File: src/rtl/regfile_wb_arbiter_if.sv
// Write-back request bus between the producers (ALU, load unit, multiplier)
// and the register-file write-port arbiter. Fields are flattened per
// requester: requester i occupies bits [i*W +: W] of addr/data.
interface regfile_wb_arbiter_if #(
    parameter int NUM_REQ = 3,
    parameter int DATA_W  = 32,
    parameter int ADDR_W  = 5
);
    logic [NUM_REQ-1:0]        req_valid;
    logic [NUM_REQ*ADDR_W-1:0] req_addr;
    logic [NUM_REQ*DATA_W-1:0] req_data;
    logic [NUM_REQ-1:0]        req_ready;

    // Producers drive requests and observe the grant
    modport master (
        output req_valid,
        output req_addr,
        output req_data,
        input  req_ready
    );

    // Arbiter observes requests and drives the one-hot grant
    modport slave (
        input  req_valid,
        input  req_addr,
        input  req_data,
        output req_ready
    );
endinterface

File: src/rtl/regfile_wb_arbiter.sv
// Round-robin arbiter sharing the integer register file's single write-back
// port among NUM_REQ producers. One write is accepted per cycle; the winner
// is registered and presented on we_p2/addr_p2/din_p2 the following cycle.
// Writes to x0 are accepted but only signalled via a one-cycle x0_drop pulse.
module regfile_wb_arbiter #(
    parameter int NUM_REQ = 3,
    parameter int DATA_W  = 32,
    parameter int ADDR_W  = 5
) (
    input  logic                  clk,
    input  logic                  reset,
    input  logic                  flush,
    regfile_wb_arbiter_if.slave   req,
    output logic                  we_p2,
    output logic [ADDR_W-1:0]     addr_p2,
    output logic [DATA_W-1:0]     din_p2,
    output logic                  x0_drop,
    output logic [2:0]            grant_id
);

    localparam int PTR_W = (NUM_REQ > 1) ? $clog2(NUM_REQ) : 1;
    localparam logic [PTR_W:0] NREQ = (PTR_W+1)'(NUM_REQ);

    logic [PTR_W-1:0]   rr_ptr_q, rr_ptr_d;
    logic               we_q, we_d;
    logic [ADDR_W-1:0]  addr_q, addr_d;
    logic [DATA_W-1:0]  din_q, din_d;
    logic               x0_q, x0_d;
    logic [2:0]         gid_q, gid_d;

    logic [NUM_REQ-1:0] grant;
    logic               xfer;
    logic [PTR_W:0]     cand_sum;
    logic [PTR_W-1:0]   cand;
    logic [PTR_W-1:0]   win_idx;
    logic [PTR_W-1:0]   ptr_next;
    logic [ADDR_W-1:0]  sel_addr;
    logic [DATA_W-1:0]  sel_data;
    logic [2:0]         sel_id;

    // Pick the first valid requester at or after rr_ptr (wrapping); flush and reset suppress the grant
    always_comb begin
        grant    = '0;
        xfer     = 1'b0;
        cand_sum = '0;
        cand     = '0;
        win_idx  = '0;
        for (int k = 0; k < NUM_REQ; k++) begin
            cand_sum = {1'b0, rr_ptr_q} + (PTR_W+1)'(k);
            if (cand_sum >= NREQ) begin
                cand_sum = cand_sum - NREQ;
            end
            cand = cand_sum[PTR_W-1:0];
            if (!xfer && req.req_valid[cand]) begin
                xfer    = 1'b1;
                win_idx = cand;
            end
        end
        if (flush || !reset) begin
            xfer = 1'b0;
        end
        if (xfer) begin
            grant[win_idx] = 1'b1;
        end
    end

    assign req.req_ready = grant;

    // Steer the winner's address/data/id and compute the pointer that follows it
    always_comb begin
        sel_addr = '0;
        sel_data = '0;
        sel_id   = '0;
        ptr_next = rr_ptr_q;
        for (int i = 0; i < NUM_REQ; i++) begin
            if (grant[i]) begin
                sel_addr = req.req_addr[i*ADDR_W +: ADDR_W];
                sel_data = req.req_data[i*DATA_W +: DATA_W];
                sel_id   = 3'(i);
                ptr_next = (i == NUM_REQ-1) ? '0 : PTR_W'(i + 1);
            end
        end
    end

    // Next state of the output register and round-robin pointer
    always_comb begin
        rr_ptr_d = rr_ptr_q;
        we_d     = 1'b0;
        x0_d     = 1'b0;
        addr_d   = addr_q;
        din_d    = din_q;
        gid_d    = gid_q;
        if (xfer) begin
            rr_ptr_d = ptr_next;
            gid_d    = sel_id;
            if (sel_addr != '0) begin
                we_d   = 1'b1;
                addr_d = sel_addr;
                din_d  = sel_data;
            end else begin
                x0_d   = 1'b1;
            end
        end
    end

    // State registers; asynchronous reset clears the in-flight write completely
    always_ff @(posedge clk or negedge reset) begin
        if (!reset) begin
            rr_ptr_q <= '0;
            we_q     <= 1'b0;
            addr_q   <= '0;
            din_q    <= '0;
            x0_q     <= 1'b0;
            gid_q    <= '0;
        end else begin
            rr_ptr_q <= rr_ptr_d;
            we_q     <= we_d;
            addr_q   <= addr_d;
            din_q    <= din_d;
            x0_q     <= x0_d;
            gid_q    <= gid_d;
        end
    end

    assign we_p2    = we_q;
    assign addr_p2  = addr_q;
    assign din_p2   = din_q;
    assign x0_drop  = x0_q;
    assign grant_id = gid_q;

endmodule
File: src/flat_wrapper.sv
// flat-port wrapper written by rule: the top's interface ports become plain ports
module regfile_wb_arbiter_flat 
#(
    parameter int NUM_REQ = 3,
    parameter int DATA_W  = 32,
    parameter int ADDR_W  = 5
)
  (clk, reset, flush, we_p2, addr_p2, din_p2, x0_drop, grant_id, req_req_valid, req_req_addr, req_req_data, req_req_ready);
  regfile_wb_arbiter_if #(.NUM_REQ(NUM_REQ), .DATA_W(DATA_W), .ADDR_W(ADDR_W)) req_i ();
  input  logic clk;
  input  logic reset;
  input  logic flush;
  output logic we_p2;
  output logic [ADDR_W-1:0] addr_p2;
  output logic [DATA_W-1:0] din_p2;
  output logic x0_drop;
  output logic [2:0] grant_id;
  input wire logic [$bits(req_i.req_valid)-1:0] req_req_valid;
  input wire logic [$bits(req_i.req_addr)-1:0] req_req_addr;
  input wire logic [$bits(req_i.req_data)-1:0] req_req_data;
  output wire logic [$bits(req_i.req_ready)-1:0] req_req_ready;
  assign req_i.req_valid = req_req_valid;
  assign req_i.req_addr = req_req_addr;
  assign req_i.req_data = req_req_data;
  assign req_req_ready = req_i.req_ready;
  regfile_wb_arbiter #(.NUM_REQ(NUM_REQ), .DATA_W(DATA_W), .ADDR_W(ADDR_W)) u_core (.clk(clk), .reset(reset), .flush(flush), .req(req_i), .we_p2(we_p2), .addr_p2(addr_p2), .din_p2(din_p2), .x0_drop(x0_drop), .grant_id(grant_id));
endmodule
File: config.mk
export PLATFORM = sky130hd
export DESIGN_NAME = regfile_wb_arbiter_flat
export DESIGN_NICKNAME = d
export VERILOG_FILES = /design/src/rtl/regfile_wb_arbiter_if.sv /design/src/rtl/regfile_wb_arbiter.sv /design/src/flat_wrapper.sv
export SDC_FILE = /design/constraint.sdc
export NUM_CORES = 1
export LEC_CHECK = 0
export ABC_CLOCK_PERIOD_IN_PS = 2800
export CAP_MARGIN = 10
export CORE_UTILIZATION = 34
export CTS_BUF_LIST = sky130_fd_sc_hd__clkbuf_16
export CTS_CLUSTER_SIZE = 24
export DETAILED_ROUTE_END_ITERATION = 10
export PLACE_DENSITY = 0.85
export REMOVE_ABC_BUFFERS = 1
export SYNTH_ARGS = -nofsm -noshare
export SYNTH_HDL_FRONTEND = slang
export SYNTH_SLANG_ARGS = --single-unit
File: constraint.sdc
create_clock -name clk -period 2.8 [get_ports clk]
set_input_delay 0.28 -clock clk [delete_from_list [all_inputs] [get_ports clk]]
set_output_delay 0.28 -clock clk [all_outputs]
set_load 0.01 [all_outputs]
==> flow_metrics.tcl <==
set metrics [dict create \
    status "complete, no violations" \
    synth_area_leaders "dfrtp_1, mux2_4, a221oi_1" \
    dp_hpwl_mm 6.417 \
    vias_per_cell 5.065 \
    dpl_worst_slack_ns -0.1382 \
    grt_pass1_wl_mm 13.55 \
    synth-seq-cells 43 \
    dieArea_sq_um 8320 \
    dr.pass1.iters 4 \
    p_sw_mw 1.636 \
    routedWlPerCell_microns 16.07 \
    reg2reg_to "u_core.din_p2[3]" \
    antenna_found_initial 0 \
    hold_viol_final 0 \
    setup_slack_ns 0.08495 \
    cts_sinks 43 \
    fin_crit_ns 2.715 \
    worstSetupPathType "flip-flop to flip-flop" \
    pwr-share-seq_pct 22.8 \
    drive_above_1_share_pct 23.39 \
    path_clk_slew_ns 0.06 \
    place_congestion 0.8457 \
    clock_tree.buffer_depth 2 \
    switching_share_pct 35.74 \
    pwr-share-clk_pct 12.7 \
    io_pins 162 \
    r2r_slack_ns 0.08 \
    power_per_cell_area_nw_per_um2 934.3 \
    tightest_slew_ns 0.5681 \
    htree_levels 2 \
    fin_nets 567 \
    io_buffers 160 \
    row_count 32 \
    start_util_pct 35.02 \
    fin_cells 551 \
    yosys.area.top_type_share_pct 39.76 \
    maxSlewHeadroom_pct 62.13 \
    worst_ir_drop_vdd_mv 0.3861 \
    synth_area_leader_cell "dfrtp_1" \
    final-max-slew-violation-count 0 \
    dr_total_vias 2791 \
    drtIter0Drc 108 \
    drt-total-wl_mm 8.853 \
    drc 0 \
    p_comb_share_pct 64.5 \
    die_w_microns 91.22 \
    hold_class "primary input to asynchronous set/reset pin" \
    p_leak_nw 2.174 \
    crit_path_end "u_core.din_p2[3]" \
    area_growth_pct 81.04 \
    grt_pass1_vias 2839 \
    fin_crit_sh_pct 96.97 \
    ff2ff_path_depth 10 \
    syn_area_sq_um 2706 \
    cp_max_fo 8 \
    synth.avg_cell_area_sq_um 10.14 \
    grt_start_max_net_pins 45 \
    endpoint_kind "flip-flop" \
    p_int_mw 2.942 \
    grt_overflow_total 0 \
    netlist_instances 267 \
    setup_violations 0 \
    die_y_microns 91.22 \
    synth.yosys.seq_area_share_pct 39.76 \
    cts_root_buffer "clkbuf_16" \
    tns_ns 0 \
    start_kind "flip-flop" \
    power_mw 4.578 \
    fmax_ghz 0.3683 \
    crit_start "u_core.rr_ptr_q[0]" \
    core_sq_um 7727 \
    grt_use_total_pct 20.68 \
    cts_buffers 5 \
    cts_tree "built" \
    clock_skew_ns 0.005504 \
    dpl.cell_count 533 \
    r2r-start "u_core.rr_ptr_q[0]" \
    maxCapViolCount 0 \
    num_antenna_cells 0 \
    worstPathRequired_ns 2.96 \
    ant_nets 0 \
    yosys_warnings 0 \
    synth.distinct_cells 42 \
    crit_arrival_ns 2.88 \
    insertion_delay_ns 0.28 \
]
-- cell type report --
cell class / count / area (sq um)
clock buffer: 5 / 125.1
clock inverter: 3 / 25.02
fill: 623 / 2828
inverter: 7 / 26.28
multi-input combinational: 198 / 1590
sequential: 43 / 1076
tap: 102 / 127.6
timing repair buffer: 193 / 1929
-- registers in the layout, indices dropped and copies added (netlist names) --
name,cells
u_core.addr_p2,5
u_core.din_p2,32
u_core.grant_id,2
u_core.rr_ptr_q,2
u_core.we_p2,1
u_core.x0_drop,1
-- metrics by stage --
stage / cell area [sq um] / utilization [%] / hold slack (ns)
floorplan: 2565 / - / -0.01559
global placement: 4496 / 58.18 / 0.4333
detailed placement: 4496 / 58.18 / 0.4512
CTS: 4671 / 60.44 / 0.1526
global route: 4900 / 63.41 / 0.1836
finish: 4900 / 63.41 / 0.1408
-- cell usage in the layout, fill, tap and decap left out, types with 2 or more instances in the layout --
cell / count
a211oi_4: 2
a21o_2: 2
a21oi_1: 7
a21oi_2: 2
a221oi_1: 32
a31o_2: 2
buf_12: 2
buf_4: 27
clkbuf_16: 8
clkdlybuf4s50_1: 156
clkinv_4: 2
dfrtp_1: 43
dlygate4sd2_1: 2
ha_4: 2
inv_1: 6
mux2_2: 4
mux2_4: 28
nand2_1: 7
nand2_4: 2
nand3_1: 3
nor2_1: 72
nor2b_1: 2
nor3_1: 6
nor4_2: 2
-- how the worst min path moves through the flow --
stage / from / end / slack [ns] / cells past startpoint
6_report: reset / u_core.din_p2[3] / 0.14 / 2
5_1_grt: reset / u_core.din_p2[27] / 0.18 / 2
4_1_cts: reset / u_core.din_p2[5] / 0.15 / 2
3_5_place_dp: reset / u_core.din_p2[3] / 0.45 / 2
3_3_place_gp: reset / u_core.din_p2[27] / 0.43 / 2
2_1_floorplan: reset / u_core.addr_p2[0] / -0.02 / 0
-- Yosys cell counts --
library cell and number:
inv_1 6, nor3b_2 1, nand3_1 4, clkbuf_1 11, nor2_1 73, nor4_1 2, a211o_1 1, a21o_2 2
nand2_2 1, a21oi_2 1, o31a_2 1, a221oi_1 32, nor4_2 2, and2_2 1, a31o_2 2, nor3_1 6
mux2_4 28, buf_2 2, a21oi_1 9, mux2_2 4, o31ai_2 1, or3b_1 1, inv_2 1, nand2b_1 1
o41a_1 1, conb_1 1, a211oi_1 1, a21o_1 2, buf_4 1, a211oi_4 1, and2b_4 1, a2111o_1 1
nand2_4 2, o21ai_1 2, ha_1 2, nor2b_1 2, nor3_2 1, dfrtp_1 43, buf_6 2, buf_12 3
nand2_1 7, o21ai_2 1
-- cells by family after synthesis --
family	Yosys count	share of synthesized area, %
and+or+nand+nor	105	17.89
DFF	43	39.76
buffers and inverters	26	6.195
AOI/OAI and AO/OA	58	17.89
adders and majority gates	2	0.9245
other	1	0.1386
muxes	32	17.20
-- worst max-delay path, cell delays in order (launching register included) --
cell	delay (ns)
dfrtp_1	0.39
inv_1	0.11
ha_4	0.24
a21oi_2	0.13
o21ai_1	0.10
a211o_4	0.39
a2111o_1	0.42
o41a_1	0.16
nand2_4	0.17
clkbuf_16	0.19
mux2_4	0.29
-- timing repair --
item,in CTS,in global routing
gates resized for setup,7,18
endpoints found under the hold margin,0,0
gates cloned,0,3
pin swaps,2,6
hold buffers,0,0
endpoints found under the setup margin,36,35
buffers inserted,1,6
-- metal layers --
| layer | track usage [%] | part of all wire, % | up-vias | wire, microns |
|---|---|---|---|---|
| li1 | - | - | 1322 | - |
| met1 | 25.90 | 43 | 1344 | 3848 |
| met2 | 35.80 | 49 | 111 | 4379 |
| met3 | 4.523 | 5.4 | 14 | 480 |
| met4 | 5.688 | 1.6 | 0 | 144 |
| met5 | 0 | 0 | - | 0 |
-- power groups by stage --
| stage | combinational (mW) | sequential (mW) | clock [mW] |
|---|---|---|---|
| floorplan | 1.25 | 1.14 | 0 |
| global placement | 2.43 | 1.04 | 0 |
| finish | 2.95 | 1.05 | 0.580 |
| global route | 3.15 | 1.08 | 0.626 |
| CTS | 2.55 | 1.04 | 0.596 |
| detailed placement | 2.51 | 1.04 | 0 |
Power figures use the tool's default switching activity.
